===== src/rtl/lag_tile_injector.sv =====
// Tile traffic injector: accepts packet requests, picks an entry PL
// round-robin, then emits the packet's flits with per-PL backpressure.
//
// Ports:
//   clk, rst_n          clock, synchronous active-low reset
//   pkt_valid/pkt_ready request handshake (ready only when idle)
//   pkt_xdest/ydest/len request fields (len 0 is treated as 1)
//   input_full_flag     per-PL full indication from the router input
//   flit_out            registered flit, all-zero when nothing emitted
//   busy                high whenever not idle
//   pkts_sent           tail flits emitted (wraps)
//   flits_sent          valid flits emitted (wraps)

package lag_pkg;
  localparam int router_num_pls_on_entry = 4;
  localparam int PL_W = 2;

  typedef struct packed {
    logic            valid;
    logic [PL_W-1:0] pl;
    logic            head;
    logic            tail;
  } flit_ctrl_t;

  typedef struct packed {
    logic [3:0] xsrc;
    logic [3:0] ysrc;
    logic [3:0] xdest;
    logic [3:0] ydest;
    logic [3:0] flit_id;
    logic [3:0] hops;
  } flit_dbg_t;

  typedef struct packed {
    flit_ctrl_t control;
    flit_dbg_t  debug;
  } flit_t;
endpackage

module lag_tile_injector
  import lag_pkg::*;
#(
  parameter logic [3:0] XSRC      = 4'd0,
  parameter logic [3:0] YSRC      = 4'd0,
  parameter int         NPL_ENTRY = router_num_pls_on_entry
) (
  input  logic                 clk,
  input  logic                 rst_n,
  input  logic                 pkt_valid,
  output logic                 pkt_ready,
  input  logic [3:0]           pkt_xdest,
  input  logic [3:0]           pkt_ydest,
  input  logic [3:0]           pkt_len,
  input  logic [NPL_ENTRY-1:0] input_full_flag,
  output flit_t                flit_out,
  output logic                 busy,
  output logic [31:0]          pkts_sent,
  output logic [31:0]          flits_sent
);

  typedef enum logic [1:0] {
    IDLE,
    ARB,
    SEND
  } state_t;

  state_t          r_state;
  logic [PL_W-1:0] r_last_pl;
  logic [PL_W-1:0] r_sel_pl;
  logic [3:0]      r_xdest;
  logic [3:0]      r_ydest;
  logic [3:0]      r_len;
  logic [3:0]      r_flit_id;
  flit_t           r_flit;
  logic [31:0]     r_pkts;
  logic [31:0]     r_flits;

  logic [PL_W-1:0] w_sel;
  logic [PL_W-1:0] w_cand;
  logic            w_any;
  logic            w_emit;
  logic            w_tail;
  flit_t           w_flit;

  // Descending offsets so the nearest free PL after last_pl wins.
  always_comb begin
    w_sel  = '0;
    w_cand = '0;
    w_any  = 1'b0;
    for (int k = NPL_ENTRY; k >= 1; k--) begin
      w_cand = PL_W'((int'(r_last_pl) + k) % NPL_ENTRY);
      if (!input_full_flag[w_cand]) begin
        w_sel = w_cand;
        w_any = 1'b1;
      end
    end
  end

  assign w_emit = (r_state == SEND) &&
                  !input_full_flag[r_sel_pl];
  assign w_tail = (r_flit_id == r_len);

  always_comb begin
    w_flit                = '0;
    w_flit.control.valid  = 1'b1;
    w_flit.control.pl     = r_sel_pl;
    w_flit.control.head   = (r_flit_id == 4'd1);
    w_flit.control.tail   = w_tail;
    w_flit.debug.xsrc     = XSRC;
    w_flit.debug.ysrc     = YSRC;
    w_flit.debug.xdest    = r_xdest;
    w_flit.debug.ydest    = r_ydest;
    w_flit.debug.flit_id  = r_flit_id;
    w_flit.debug.hops     = 4'd0;
  end

  always_ff @(posedge clk) begin
    if (!rst_n) begin
      r_state   <= IDLE;
      r_last_pl <= PL_W'(NPL_ENTRY - 1);
      r_sel_pl  <= '0;
      r_xdest   <= '0;
      r_ydest   <= '0;
      r_len     <= 4'd1;
      r_flit_id <= 4'd1;
      r_flit    <= '0;
      r_pkts    <= '0;
      r_flits   <= '0;
    end else begin
      r_flit <= '0;
      case (r_state)
        IDLE: begin
          if (pkt_valid) begin
            r_xdest   <= pkt_xdest;
            r_ydest   <= pkt_ydest;
            r_len     <= (pkt_len == 4'd0) ? 4'd1 : pkt_len;
            r_flit_id <= 4'd1;
            r_state   <= ARB;
          end
        end
        ARB: begin
          if (w_any) begin
            r_sel_pl  <= w_sel;
            r_last_pl <= w_sel;
            r_state   <= SEND;
          end
        end
        SEND: begin
          if (w_emit) begin
            r_flit    <= w_flit;
            r_flit_id <= r_flit_id + 4'd1;
            r_flits   <= r_flits + 32'd1;
            if (w_tail) begin
              r_pkts  <= r_pkts + 32'd1;
              r_state <= IDLE;
            end
          end
        end
        default: r_state <= IDLE;
      endcase
    end
  end

  assign flit_out   = r_flit;
  assign busy       = (r_state != IDLE);
  assign pkt_ready  = (r_state == IDLE);
  assign pkts_sent  = r_pkts;
  assign flits_sent = r_flits;

endmodule


===== config.mk =====
export PLATFORM = sky130hd
export DESIGN_NAME = lag_tile_injector
export DESIGN_NICKNAME = d
export VERILOG_FILES = /design/src/rtl/lag_tile_injector.sv
export SDC_FILE = /design/constraint.sdc
export NUM_CORES = 1
export LEC_CHECK = 0
export ABC_CLOCK_PERIOD_IN_PS = 4700
export BUFFER_PORTS_ARGS = -buffer_cell sky130_fd_sc_hd__buf_4
export CORE_MARGIN = 4
export CORE_UTILIZATION = 45
export CTS_BUF_LIST = sky130_fd_sc_hd__clkbuf_4 sky130_fd_sc_hd__clkbuf_8
export DETAILED_ROUTE_END_ITERATION = 8
export PLACE_DENSITY = 0.7
export SETUP_SLACK_MARGIN = 0.5
export SLEW_MARGIN = 10
export SYNTH_ARGS = -nofsm -noshare
export SYNTH_HDL_FRONTEND = slang
export SYNTH_SLANG_ARGS = --single-unit

===== constraint.sdc =====
create_clock -name clk -period 4.7 [get_ports clk]
set_clock_uncertainty 0.05 [all_clocks]
set_input_delay 0.705 -clock clk [delete_from_list [all_inputs] [get_ports clk]]
set_output_delay 0.705 -clock clk [all_outputs]
set_load 0.005 [all_outputs]

==> metrics.csv <==
stage,metric,value,unit
floorplanning,dieWidth,110.5,um
setup_path,slowest_stage,o2bb2ai_4,
global_routing,track_usage,18.00,%
floorplanning,io_pins,114,
cells_and_area,final_cell_mix,"dfxtp_1, buf_4, nor2_1",
floorplanning,dieArea,0.01220,mm2
clock_tree,cts_tree,yes,
cells_and_area,final_common_cell,dfxtp_1,
synth,syn_area,0.004725,mm2
setup_path,r2r_slack,1.89,ns
floorplanning,rows,37,
global_routing,grt_pass1_vias,3859,
clock_tree,postCtsHoldBufs,0,
global_routing,grt_pass1_wl,18740,um
floorplanning,die_h,110.5,um
cells_and_area,area_growth,20.95,%
synth,synth_top_area_cell,dfxtp_1,
sta,hold_viol,0,
setup_path,required,4.95,ns
detailed_routing,vias_per_cell,5.356,
setup_path,r2r_end,pkts_sent[31],
place,place_hpwl,7777,um
setup_path,worstPathCellList,or3b_1 -> o2bb2ai_4 -> nand4_2 -> or4_1 -> a21oi_1,
clock_tree,htreeDepth,3,
synth,netlist-cell-type-count,49,
flow_run,max_cap_viol_count,0,
synth,synth_area_leaders,"dfxtp_1, xnor2_1, nor2_1, nand2_1, a21oi_1",
clock_tree,cts_resized,0,
cells_and_area,fin_util,55.60,%
synth,ys_seq_area_share,43.64,%
sta,rsz0062_at_grt,false,
worst_hold_path,hp-class,flop to flop,
sta,slew_violations,0,
clock_tree,cts_sinks,103,
setup_path,end_kind,flop,
setup_path,path_max_fanout,35,
synth,syn_avg_cell_area,8.669,um2
setup_path,critPathKind,flop to flop,
sta,slew_headroom,29.75,%
detailed_routing,firstDrtPassIters,4,
sta,tightest_slew,1.044,ns
clock_tree,path_clk_slew,0.11,ns
setup_path,cpPeakStageDelay,0.67,ns
global_routing,grt.overflow.total,0,
pwr,p_per_area,280.6,mW/mm2
floorplanning,core,0.01028,mm2
setup_path,r2r-start,r_state[1],
status,status,"complete, no violations",
sta,setup_viol,0,
detailed_routing,drcViolationCount,0,
setup_path,cp_num_cells,5,
clock_tree,cts.path.max_buffers,2,
synth,synth_top_area_share,43.64,%
detailed_routing,via_count,4124,
setup_path,cp.arrival,3.06,ns
synth,synth_edf_count,0,
clock_tree,clock_latency,0.36,ns
floorplanning,start_util,45.97,%
detailed_routing,ant_nets,0,
cells_and_area,final_cell_area,0.005714,mm2
sta,max_freq,355.6,MHz
cells_and_area,nNetsFinal,652,
global_routing,antenna_found_initial,0,
place,placed_area,0.005493,mm2
pwr,leakagePower,2.242,nW
sta,period_needed,2.812,ns
cells_and_area,drive_above_1_share,21.14,%
place,port_buffers,101,
synth,synth_top_flop_cell,dfxtp_1,
detailed_routing,detail_route.iter0.violations,196,
setup_path,crit_start,r_state[1],
setup_path,crit_buf_inv,0,
sta,post-route-period-util,59.83,%
detailed_routing,postRouteWirelength,11100,um
cells_and_area,antenna_cells,0,
clock_tree,cts_buffers,9,
setup_path,worstRegToRegCells,5,
clock_tree,clock_tree.root_cell,clkbuf_8,
clock_tree,cts_setup_buffers,0,
setup_path,cp_top_family,simple AND/OR/NAND/NOR gates,
synth,yosys_warnings,0,
place,gp_congestion,0.8812,
synth,async_flop_share,0,%
sta,tns,0,ns
pwr,ir_drop,0.1434,mV
setup_path,worstSetupEndpoint,pkts_sent[31],
synth,syn_inst,545,
detailed_routing,routedWlPerCell,14.42,um
synth,synth_seq_cells,103,
setup_path,crit_path_start_kind,flop,
global_routing,grt_max_degree,49,
per-stage QoR:
stage	instances	hold WS (ns)	worst slack (ns)	power, mW
6_report	770	0.4065	1.888	1.603
5_1_grt	770	0.4259	1.600	1.668
4_1_cts	770	0.4090	1.883	1.623
3_5_place_dp	754	0.3924	1.586	1.026
3_3_place_gp	754	0.3894	1.611	1.023
2_1_floorplan	556	0.3819	2.549	0.9948
cells by family after synthesis:
logic type               Yosys count  share of synthesized area, %
AO/OA/AOI/OAI                     63                         8.316
XOR/XNOR                          47                         8.713
adder cells (fa/ha/maj)            4                         1.059
buffers and inverters             52                         5.376
flip-flops                       103                         43.64
multiplexers                       9                         1.933
other                              1                       0.07937
AND/OR/NAND/NOR                  266                         30.88
state kept, by name, summed over array words and instances, names as in the netlist:
name / count
flit_out: 17
pkts_sent: 32
r_ydest: 4
r_xdest: 4
r_sel_pl: 2
flits_sent: 32
r_flit_id: 4
r_len: 4
r_state: 2
r_last_pl: 2
worst min path at each step:
stage                    start    endpoint  slack, ns  cells after the start
detailed placement  r_ydest[1]  r_ydest[1]       0.39                      2
floorplan           r_xdest[0]  r_xdest[0]       0.38                      2
global route        r_xdest[1]  r_xdest[1]       0.43                      2
finish              r_xdest[1]  r_xdest[1]       0.41                      2
global placement    r_xdest[2]  r_xdest[2]       0.39                      2
CTS                 r_xdest[1]  r_xdest[1]       0.41                      2
power breakdown:
part / internal (mW) / leakage [nW] / switching [mW]
clock network: 0.265 / 0.113 / 0.333
logic: 0.0367 / 1.30 / 0.0731
registers: 0.885 / 0.832 / 0.0107
tightest hold or removal path, cell delays in order (launching register included):
cell and delay, ns:
dfxtp_1 0.32, nand2_1 0.05, a21oi_1 0.05
synthesized netlist by cell type (3+ instances only):
cell type	number
or4_1	8
nor3b_1	3
o21ai_0	13
xnor2_1	32
inv_1	12
xor2_1	15
o31ai_1	7
mux2i_1	8
nor4_2	6
nor4_1	13
a21oi_1	33
buf_2	5
and2_1	4
nor2_1	59
clkbuf_1	21
buf_4	12
nand3_1	22
and3_1	22
ha_1	4
dfxtp_1	103
nor3_1	13
or3_1	7
nand2b_1	6
nand2_1	58
nand4_1	26
and4_1	9
final cells by class:
type	instances	area (um2)
timing repair buffer	102	765.7
multi-input combinational	401	2450
clock buffer	9	123.9
tap	136	170.2
fill	990	4563
inverter	12	45.04
sequential	103	2062
clock inverter	7	97.59
metal layers:
layer	track usage [%]	share of wire, %
met5	0	0
met4	3.941	0.63
met3	4.384	5.5
met2	31.15	49
met1	22.69	44
No activity file was read; power rests on OpenSTA's default activity.
